$ cat src/rtl/bios_loader_pkg.sv
// Shared types and constants for the BIOS image loader.
// Holds the FSM state encoding and the default load address.
package bios_loader_pkg;

    typedef enum logic [2:0] {
        IDLE,
        FETCH_LO,
        CAP_LO,
        FETCH_HI,
        CAP_HI,
        WRITE,
        DONE
    } state_t;

    // Word address of the classic F000:0000 BIOS segment in a 20-bit word space.
    localparam logic [19:0] BASE_DEFAULT = 20'hF0000 >> 1;

endpackage

$ cat src/rtl/bios_loader_packer.sv
// Byte-to-word assembly register: two source bytes are packed little-endian
// into one 16-bit write word, each half with its own load enable.
module loader_packer (
    input  logic        clock,
    input  logic        reset,
    input  logic        load_lo,
    input  logic        load_hi,
    input  logic [7:0]  byte_in,
    output logic [15:0] packed_word
);

    always_ff @(posedge clock or posedge reset) begin
        if (reset) begin
            packed_word <= '0;
        end else begin
            if (load_lo) packed_word[7:0]  <= byte_in;
            if (load_hi) packed_word[15:8] <= byte_in;
        end
    end

endmodule

$ cat src/rtl/bios_loader.sv
// Copies a 2**AW-byte image from a sequential byte source into word memory
// at BASE, holding the CPU in reset until the whole image is written.
//
// state    | meaning
// IDLE     | waiting for start
// FETCH_LO | strobe source for the low byte
// CAP_LO   | capture low byte
// FETCH_HI | strobe source for the high byte
// CAP_HI   | capture high byte
// WRITE    | word write pending until wr_ack
// DONE     | image loaded, terminal until reset
module bios_loader
    import bios_loader_pkg::*;
#(
    parameter int          AW   = 14,
    parameter logic [19:0] BASE = BASE_DEFAULT
) (
    input  logic        clock,
    input  logic        reset,
    input  logic        start,
    output logic        rom_ce,
    input  logic [7:0]  rom_data,
    output logic        wr_req,
    output logic [19:0] wr_addr,
    output logic [15:0] wr_data,
    input  logic        wr_ack,
    output logic        busy,
    output logic        done,
    output logic        cpu_hold
);

    localparam int            IW       = AW - 1;
    localparam logic [IW-1:0] LAST_IDX = {IW{1'b1}};

    state_t        state;
    state_t        state_next;
    logic [IW-1:0] idx;
    logic          load_lo;
    logic          load_hi;

    always_ff @(posedge clock or posedge reset) begin
        if (reset) begin
            state <= IDLE;
        end else begin
            state <= state_next;
        end
    end

    // The index stays at LAST_IDX once the final word is acknowledged.
    always_ff @(posedge clock or posedge reset) begin
        if (reset) begin
            idx <= '0;
        end else if (state == WRITE && wr_ack && idx != LAST_IDX) begin
            idx <= idx + 1'b1;
        end
    end

    always_comb begin
        state_next = state;
        rom_ce     = 1'b0;
        wr_req     = 1'b0;
        wr_addr    = '0;
        load_lo    = 1'b0;
        load_hi    = 1'b0;
        busy       = 1'b1;
        done       = 1'b0;
        case (state)
            IDLE: begin
                busy = 1'b0;
                if (start) state_next = FETCH_LO;
            end
            FETCH_LO: begin
                rom_ce     = 1'b1;
                state_next = CAP_LO;
            end
            CAP_LO: begin
                load_lo    = 1'b1;
                state_next = FETCH_HI;
            end
            FETCH_HI: begin
                rom_ce     = 1'b1;
                state_next = CAP_HI;
            end
            CAP_HI: begin
                load_hi    = 1'b1;
                state_next = WRITE;
            end
            WRITE: begin
                wr_req  = 1'b1;
                wr_addr = BASE + 20'(idx);
                if (wr_ack) state_next = (idx == LAST_IDX) ? DONE : FETCH_LO;
            end
            DONE: begin
                busy = 1'b0;
                done = 1'b1;
            end
            default: begin
                busy       = 1'b0;
                state_next = IDLE;
            end
        endcase
    end

    assign cpu_hold = ~done;

    loader_packer u_packer (
        .clock       (clock),
        .reset       (reset),
        .load_lo     (load_lo),
        .load_hi     (load_hi),
        .byte_in     (rom_data),
        .packed_word (wr_data)
    );

endmodule

$ cat config.mk
export PLATFORM = sky130hd
export DESIGN_NAME = bios_loader
export DESIGN_NICKNAME = d
export VERILOG_FILES = /design/src/rtl/bios_loader_pkg.sv /design/src/rtl/bios_loader_packer.sv /design/src/rtl/bios_loader.sv
export SDC_FILE = /design/constraint.sdc
export NUM_CORES = 1
export LEC_CHECK = 0
export ABC_AREA = 1
export CAP_MARGIN = 20
export CORE_MARGIN = 8
export CORE_UTILIZATION = 47
export DETAILED_ROUTE_END_ITERATION = 16
export PLACE_DENSITY_LB_ADDON = 0.15
export RECOVER_POWER = 100
export SKIP_LAST_GASP = 1
export SLEW_MARGIN = 20
export SYNTH_ARGS = -nofsm -noshare
export SYNTH_HDL_FRONTEND = slang
export SYNTH_SLANG_ARGS = --single-unit
$ cat constraint.sdc
create_clock -name clock -period 1.8 [get_ports clock]
set_input_delay 0.27 -clock clock [delete_from_list [all_inputs] [get_ports clock]]
set_output_delay 0.27 -clock clock [all_outputs]
set_load 0.02 [all_outputs]
Word-level counts from Yosys, hierarchy flattened
Index checks and enable logic that the tools add are counted.
W data, S select, Z words.
- add/subtract/negate cells: 2
- multiply operators: 0
- div/mod/pow operators: 0
- $lt $le $gt $ge: 0
- equality and inequality tests: 10
- shift-type cells: 0
- multiplexer cells: 11
- bitwise gates (word level): 2
- reduce and logical (&&, ||, !) cells: 6
- operators with widths (operator ; count):
    $pmux W3 S7 ; 1
    $add A19 B13 Y20 const A ; 1
    $mux W20 ; 1
    $add A13 B1 Y13 const B ; 1
    $eq A13 B13 Y1 const B ; 1
    $ne A13 B13 Y1 const B ; 1
    $eq A3 B3 Y1 const B ; 3
    $mux W3 ; 3
    $eq A3 B2 Y1 const B ; 2
    $mux W1 ; 6
    $reduce_or A5 Y1 ; 1
    $ne A2 B2 Y1 const B ; 2
    $eq A3 B1 Y1 const B ; 1
    $logic_not A3 Y1 ; 1
    $reduce_and A3 Y1 ; 1
    $logic_and A1 B1 Y1 ; 2
    $not A1 Y1 ; 2
    $reduce_or A2 Y1 ; 1
- register bits after elaboration: 32
- bits in latches: 0
- bits in writable memories: 0
- bits in read-only memories: 0
- input bits: 12
- output and inout bits: 41
- word-level logic and storage cells: 35
- memories kept: 0

Logic depth before layout (Yosys ltp)
Gate-level depths: netlist of run 1.
- word-level depth: 4
- depth in mapped cells: 9
- depth with buffers taken out: 9

Cells and area by module
Synthesis of run 1 repeated with hierarchy kept, for this count alone.
- cell total of the unflattened synthesis: 254
- area total of the unflattened synthesis: 1823.0 um^2
- by module, submodules not included (module ; instances ; cells each ; area an instance (um^2) ; seq. area each (um^2)):
    bios_loader ; 1 ; 185 ; 1208.7 ; 400.4
    loader_packer ; 1 ; 69 ; 614.3 ; 400.4

Worst setup path after synthesis of run 1
Ideal clock, no wire load.
- path kind: reg2reg
- start point: register idx[0]
- end point: register idx[1]
- setup time: 0.117 ns
- arrival time: 1.312 ns
- required time: 1.683 ns
- slack: 0.371 ns
- stages on the path, launching flop included: 10
- buffers on the path: 1
- clock period less this slack: 1.429 ns
- cell sequence: dfrtp_1 > ha_1 > nand3_2 > inv_1 > nand2_1 > nor2_4 > nor2_4 > buf_8 > nand2_1 > o21ai_2
- cells in the longest elaborated chain, start to end: 2
- elaborated cells on any way between the ends: 3
- classes of those cells: add/sub (1); eq/ne (1); reduce/logical (1)
- ends and longest elaborated chain (what ; line ; RTL):
    start, declared ; bios_loader.sv:37 ; logic [IW-1:0] idx;
    start signal, assigned ; bios_loader.sv:54 ; idx <= idx + 1'b1;
    branches (longest 2 deep; another with $add A13 B1 Y13) ; n/a ;
Several ways; the timed one is not identified.
A chain may end at the register's enable or synchronous reset.

Worst setup path in the final report of run 1
- start point: register state[1]
- end point: output port wr_addr[18]
- cells in the longest elaborated chain, start to end: 2
- ends and longest elaborated chain (what ; line ; RTL):
    start, declared ; bios_loader.sv:35 ; state_t state;
    start signal, assigned ; bios_loader.sv:45 ; state <= state_next;
    $eq A3 B3 Y1 ; bios_loader.sv:67 ; case (state)
    $mux W20 ; bios_loader.sv:67 ;
    end, declared ; bios_loader.sv:24 ; output logic [19:0] wr_addr,
No other way between the ends.

==> results of run 1 <==
-- power groups by stage --
stage / Clock, mW / Sequential (mW) / Combinational [mW]
final: 0.578 / 1.22 / 1.55
after global routing: 0.613 / 1.27 / 1.71
after detailed placement: 0 / 1.23 / 1.73
after floorplan: 0 / 1.43 / 0.812
after CTS: 0.590 / 1.23 / 1.68
after global placement: 0 / 1.23 / 1.70
-- worst register-to-register path, delay by kind of cell, from the launching register on --
kind / cells / cell delay [ps]
buf+inv: 1 / 50
compound gates: 1 / 110
fa+ha+maj: 1 / 300
simple gates: 5 / 610
flops: 1 / 450
-- routing by layer --
metal | up-vias | global-route usage (%) | share of wire (%)
met1 | 741 | 15.99 | 42
met5 | - | 0 | 0
li1 | 819 | - | -
met4 | 0 | 7.547 | 2.0
met2 | 50 | 22.66 | 46
met3 | 9 | 7.028 | 9.3
-- state kept, by name (all words and copies together), names as in the netlist --
signal and cells:
idx 13, state 3, u_packer.packed_word 16
-- area by class of cell --
type	count	area [sq um]
fillers	350	1338
flip-flops and latches	32	802.0
clock buffers	6	82.58
clock inverters	2	10.01
multi-input cells	162	739.5
inverters	36	135.1
repair buffers	53	494.2
well taps	48	60.06
-- per-stage QoR --
stage                     instances  utilization [%]
after floorplan                 241                -
after global placement          331            62.20
after detailed placement        331            62.20
after CTS                       339            64.11
after global routing            339            63.47
final                           339            63.47
-- worst max-delay path by stage --
stage                     slack [ps]           to      from
after floorplan                  370       idx[1]    idx[0]
after global placement            60  wr_addr[16]  state[2]
after detailed placement          10  wr_addr[18]  state[2]
after CTS                        -30  wr_addr[18]  state[2]
after global routing             -10  wr_addr[18]  state[1]
final                             60  wr_addr[18]  state[1]
-- synthesized netlist by cell type --
cell type / count / share of area [%]
a21oi_1: 2 / 0.56
buf_2: 1 / 0.28
buf_4: 7 / 3.0
buf_6: 1 / 0.63
buf_8: 1 / 0.84
clkbuf_1: 1 / 0.21
conb_1: 1 / 0.21
dfrtp_1: 32 / 45
ha_1: 1 / 0.70
inv_1: 34 / 7.2
inv_2: 2 / 0.42
nand2_1: 79 / 17
nand3_1: 9 / 2.5
nand3_2: 1 / 0.56
nand3_4: 1 / 0.99
nand4_1: 4 / 1.4
nor2_1: 28 / 5.9
nor2_2: 1 / 0.35
nor2_4: 3 / 1.9
nor3_1: 1 / 0.28
o21ai_0: 19 / 5.4
o21ai_2: 5 / 2.5
xnor2_1: 1 / 0.49
xor2_1: 4 / 2.0
-- repair_timing --
action	CTS	global route
setup endpoints to repair	22	25
cloned	0	0
resized for setup	26	11
-- cell families (layout without fill, tap and decap cells) --
group | count (synthesis) | count (layout) | synth area share [%]
flip-flops | 32 | 32 | 45.07
XOR/XNOR | 5 | 5 | 2.465
buffers and inverters | 47 | 97 | 12.53
other | 1 | 3 | 0.2111
AND/OR/NAND/NOR | 127 | 127 | 30.63
AO/OA/AOI/OAI | 26 | 26 | 8.380
adder cells (fa/ha/maj) | 1 | 1 | 0.7041
==> summary.md, run 1 <==
| Metric | Value |
|---|---|
| Status | `finished clean` |
| Total GRT Usage | `14.48%` |
| Worst reg2reg path depth | `8` |
| Pwr dens | `1438 nW/um^2` |
| DP Area | `2277 sq um` |
| Die width | `77.49 microns` |
| Critical Path Fanout Max | `15` |
| N_diodes | `0` |
| Final wirelength | `between 4 and 5 mm` |
| Starting Density | `48.53%` |
| Combinational power share | `46.3%` |
| Critical path, cell by cell | `inv_2, nand3_4, inv_2, dlygate4sd2_1` |
| Dpl ws | `~15 ps` |
| Final Hold Fails | `0` |
| Post-route DRC | `0` |
| Number of max-cap violations | `0` |
| Num CTS Buffers | `5` |
| Hold Buf Count CTS | `0` |
| Die height | `77.49 microns` |
| Slowest cell delay on critical path | `~380 ps` |
| Fin crit share | `96.41%` |
| Nets | `303` |
| GP Congestion | `0.8230` |
| Flop pwr share | `36.4%` |
| Worst min path class | `reg2reg` |
| Final setup viols | `0` |
| R2R setup slack | `180 ps` |
| Sum of negative setup slack | `0 ps` |
| Clock power frac | `approximately 17%` |
| Final instance area | `2323 sq um` |
| Ys Warns | `0` |
| Core Footprint | `3661 sq um` |
| IO buf count | `49` |
| Ports | `53` |
| Post-Syn Area | `about 1800 sq um` |
| Clock buffer depth | `2` |
| Initial drt markers | `117` |
| Vias in the first global route | `between 1500 and 2000` |
| CTS clk-pin slew, worst paths | `approximately 60 ps` |
| Clk sinks | `32` |
| Hold path start | `u_packer.packed_word[9]` |
| Period minus WS final | `1735 ps` |
| P_int | `1.903 mW` |
| Critical Path RT | `1530 ps` |
| Mean Syn Cell Area | `7.434 sq um` |
| Headroom to the max-slew limit | `a little under half` |
| Via-per-instance ratio | `between 4 and 5` |
| Critical path's top delay family | `buffers and inverters` |
| Via count | `1619` |
| Fin Clk Skew | `5.122 ps` |
| Slew at the pin with the worst max-slew slack | `781.1 ps` |
| First-pass GRT wire length | `approximately 7 mm` |
| Largest net degree at the start of global routing | `33` |
| DP HPWL | `3.137 mm` |
| WHS Path Cells | `2` |
| Top cell by count, worst path | `inv_2` |
| Peak supply drop | `0.9125 mV` |
| Routed len/inst | `around 12 microns` |
| FP Rows | `22` |
| Design Power | `between 3 and 4 mW` |
| Switching part of the total | `a little over two fifths` |
| Initial antenna violation count | `0` |
| DRT Pass-1 Iters | `4` |
| Sequential element share of the synthesized area | `a little under half` |
| Gate Count Post-Synth | `239` |
| Hold WS | `~480 ps` |
| Synth Register Bits | `32` |
| Capturing point of the worst reg2reg path | `idx[4]` |
| Crit Path Class | `reg2out` |
| Die footprint | `~6000 sq um` |
| Layout cells sized above 1 | `around 7.6%` |
| Min setup slack post-route | `64.69 ps` |
| Worst skew pair latency | `290 ps` |
| CTS tree | `done` |
| Antenna-violating nets left | `0` |
| Switch Pwr | `1.438 mW` |
| CP bufs+invs | `3` |
| Worst Setup Start Kind | `register` |
| Static Leak | `1.193 nW` |
| CP arrival | `1470 ps` |
| Critical path depth | `4` |
| Max Fclk | `576.3 MHz` |
| Critical Path End Type | `output pin` |
| H-tree depth | `2` |
| P&R area growth vs syn | `30.77%` |
| Most common cell after layout, fill and taps aside | `nand2_1` |
| WHS Endpoint | `u_packer.packed_word[9]` |
| Max Slew Vio Count | `0` |
| Root buffer cell | `clkbuf_8` |
| Setup repair after global routing missed its margin | `true` |
| Setup repair bufs after CTS | `0` |
| Crit-path slowest cell | `dfrtp_1` |
| Worst r2r src | `idx[0]` |
| Commonest non-fill, non-tap cells in the layout | `nand2_1 (78), inv_1 (33), dfrtp_1 (31), nor2_1 (28), o21ai_0 (23)` |
| GR Overflow Total | `0` |
| Distinct cell type count after synthesis | `24` |
Power figures use the tool's default switching activity.
==> run 2: changes to the inputs <==
Settings changed: CAP_MARGIN 20 to not set.
==> results of run 2 <==
Same layout as run 1: the final DEF is identical, and so are final timing and power.
==> run 3: changes to the inputs <==
Settings changed: PLACE_DENSITY set to 0.8, PLACE_DENSITY_LB_ADDON 0.15 to not set.
==> summary.md, run 3 (same netlist as run 1, synthesis figures left out) <==
| Metric | Value |
|---|---|
| Status | `finished clean` |
| Clock buffer depth | `2` |
| Number of max-cap violations | `0` |
| Switch Pwr | `1.465 mW` |
| Final wirelength | `4.234 mm` |
| Largest register FFs | `16` |
| Fin Clk Skew | `2.913 ps` |
| Num CTS Buffers | `5` |
| FP Rows | `22` |
| N_diodes | `0` |
| Util after Layout | `64.11%` |
| H-tree depth | `2` |
| Peak supply drop | `around 1 mV` |
| Setup repair after global routing missed its margin | `true` |
| GP Congestion | `between 0.8 and 0.9` |
| Critical Path RT | `1530 ps` |
| Total GRT Usage | `14.61%` |
| Worst r2r src | `idx[0]` |
| CP arrival | `1460 ps` |
| Clk sinks | `32` |
| Worst reg2reg path depth | `6` |
| Top flop regs | `u_packer.packed_word x16, idx x13, state x3` |
| Most common cell after layout, fill and taps aside | `nand2_1` |
| Multi-input gate area | `760.7 sq um` |
| Clock power frac | `16.7%` |
| Critical Path Fanout Max | `14` |
| Critical path, cell by cell | `inv_2, nand3_4, nor2_1, dlygate4sd2_1` |
| Final setup viols | `0` |
| Combinational power share | `a little under half` |
| CP bufs+invs | `2` |
| Headroom to the max-slew limit | `between 40% and 50%` |
| WHS Endpoint | `u_packer.packed_word[5]` |
| First-pass GRT wire length | `about 7.3 mm` |
| Slowest cell delay on critical path | `400 ps` |
| Vias in the first global route | `around 1700` |
| Flop pwr share | `between 30% and 40%` |
| Max Slew Vio Count | `0` |
| Period minus WS final | `1735 ps` |
| Static Leak | `1.208 nW` |
| Reg area | `around 800 sq um` |
| GR Overflow Total | `0` |
| Die width | `77.49 microns` |
| Routed len/inst | `12.42 microns` |
| Switching part of the total | `43.00%` |
| Crit Path Class | `reg2out` |
| Placed insts | `~330` |
| Layout cells sized above 1 | `10.92%` |
| Worst min path class | `reg2reg` |
| IO buf count | `49` |
| Pwr dens | `1451 nW/um^2` |
| Max Fclk | `576.5 MHz` |
| CTS clk-pin slew, worst paths | `70 ps` |
| P_int | `1.941 mW` |
| DRT Pass-1 Iters | `4` |
| Fin cells | `341` |
| Post-route DRC | `0` |
| WHS Path Cells | `2` |
| Initial drt markers | `63` |
| Antenna-violating nets left | `0` |
| Initial antenna violation count | `0` |
| Worst skew pair latency | `roughly 280 ps` |
| Crit-path slowest cell | `dfrtp_1` |
| Starting Density | `between 40% and 50%` |
| Die footprint | `6004 sq um` |
| Die height | `77.49 microns` |
| Nets | `~310` |
| Slew at the pin with the worst max-slew slack | `around 790 ps` |
| P&R area growth vs syn | `32.11%` |
| Largest net degree at the start of global routing | `33` |
| Root buffer cell | `clkbuf_8` |
| Critical path's top delay family | `buffers and inverters` |
| Capturing point of the worst reg2reg path | `idx[6]` |
| R2R setup slack | `150 ps` |
| Via count | `1605` |
| Ports | `53` |
| Commonest non-fill, non-tap cells in the layout | `nand2_1 (79), inv_1 (33), dfrtp_1 (31), nor2_1 (28), o21ai_0 (19)` |
| Fin crit share | `96.37%` |
| Critical Path End Type | `output pin` |
| CTS tree | `done` |
| DP HPWL | `3.224 mm` |
| Worst Setup Start Kind | `register` |
| Hold path start | `u_packer.packed_word[5]` |
| Final Hold Fails | `0` |
| Top reg by flops | `u_packer.packed_word` |
| Hold Buf Count CTS | `0` |
| Core Footprint | `3661 sq um` |
| Fill cell count | `about 320` |
| Via-per-instance ratio | `4.707` |
run 3: changes by cell type in the layout (fill, tap and decap cells not counted), moves of 2 or more:
cell	previous run	this run
clkdlybuf4s15_1	10	4
clkbuf_2	1	5
buf_12	0	2
o21ai_2	0	5
clkbuf_1	2	5
o21ai_0	23	19
run 3: power by group through the flow:
stage,clock [mW],sequential (mW),combinational (mW)
floorplan,0,1.43,0.812
global placement,0,1.22,1.69
detailed placement,0,1.23,1.74
CTS,0.575,1.23,1.69
global route,0.605,1.25,1.81
finish,0.569,1.22,1.62
run 3: what timing repair did:
| item | 4_1_cts | 5_1_grt |
|---|---|---|
| resized for setup | 26 | 18 |
| endpoints found under the setup margin | 22 | 18 |
| buffers inserted | 0 | 2 |
| pin swaps | 0 | 1 |
run 3: worst register-to-register path, cell delays in order (launching register included):
cell     delay [ps]
dfrtp_1         440
ha_1            290
nand3_2         150
nor2_2          180
nand2_1          90
nand2_1         230
o21ai_0         140
run 3: area by class of cell:
cell class	count	share of cell area, %
clock buffers	6	3.518
clock inverters	2	0.4264
inverters	36	5.757
multi-input cells	162	32.41
flip-flops and latches	32	34.17
well taps	48	2.559
repair buffers	55	21.16
run 3: metal layers:
layer / up-vias / part of all wire, % / track usage [%]
met5: - / 0 / 0
met4: 0 / 1.4 / 6.038
met3: 7 / 8.9 / 6.567
met2: 52 / 47 / 24.68
met1: 723 / 43 / 15.52
li1: 823 / - / -
run 3: metrics by stage:
| step | power [mW] | worst slack, ps | hold slack, ps | cell area, sq um | TNS [ps] |
|---|---|---|---|---|---|
| floorplan | 2.238 | 370.7 | 386.2 | 1784 | 0 |
| global placement | 2.915 | 60.78 | 467.4 | 2277 | 0 |
| detailed placement | 2.971 | -0.4994 | 475.7 | 2277 | -0.4994 |
| CTS | 3.498 | -32.01 | 381.9 | 2347 | -32.29 |
| global route | 3.672 | -5.336 | 511.0 | 2347 | -12.59 |
| finish | 3.406 | 65.34 | 479.8 | 2347 | 0 |
run 3: worst max path at each step:
stage / from / end / slack [ps] / cells past startpoint
2_1_floorplan: idx[0] / idx[1] / 370 / 9
3_3_place_gp: state[2] / wr_addr[16] / 60 / 3
3_5_place_dp: state[1] / wr_addr[18] / -0.5 / 4
4_1_cts: state[1] / wr_addr[18] / -30 / 4
5_1_grt: state[1] / wr_addr[18] / -5 / 4
6_report: state[1] / wr_addr[0] / 70 / 4
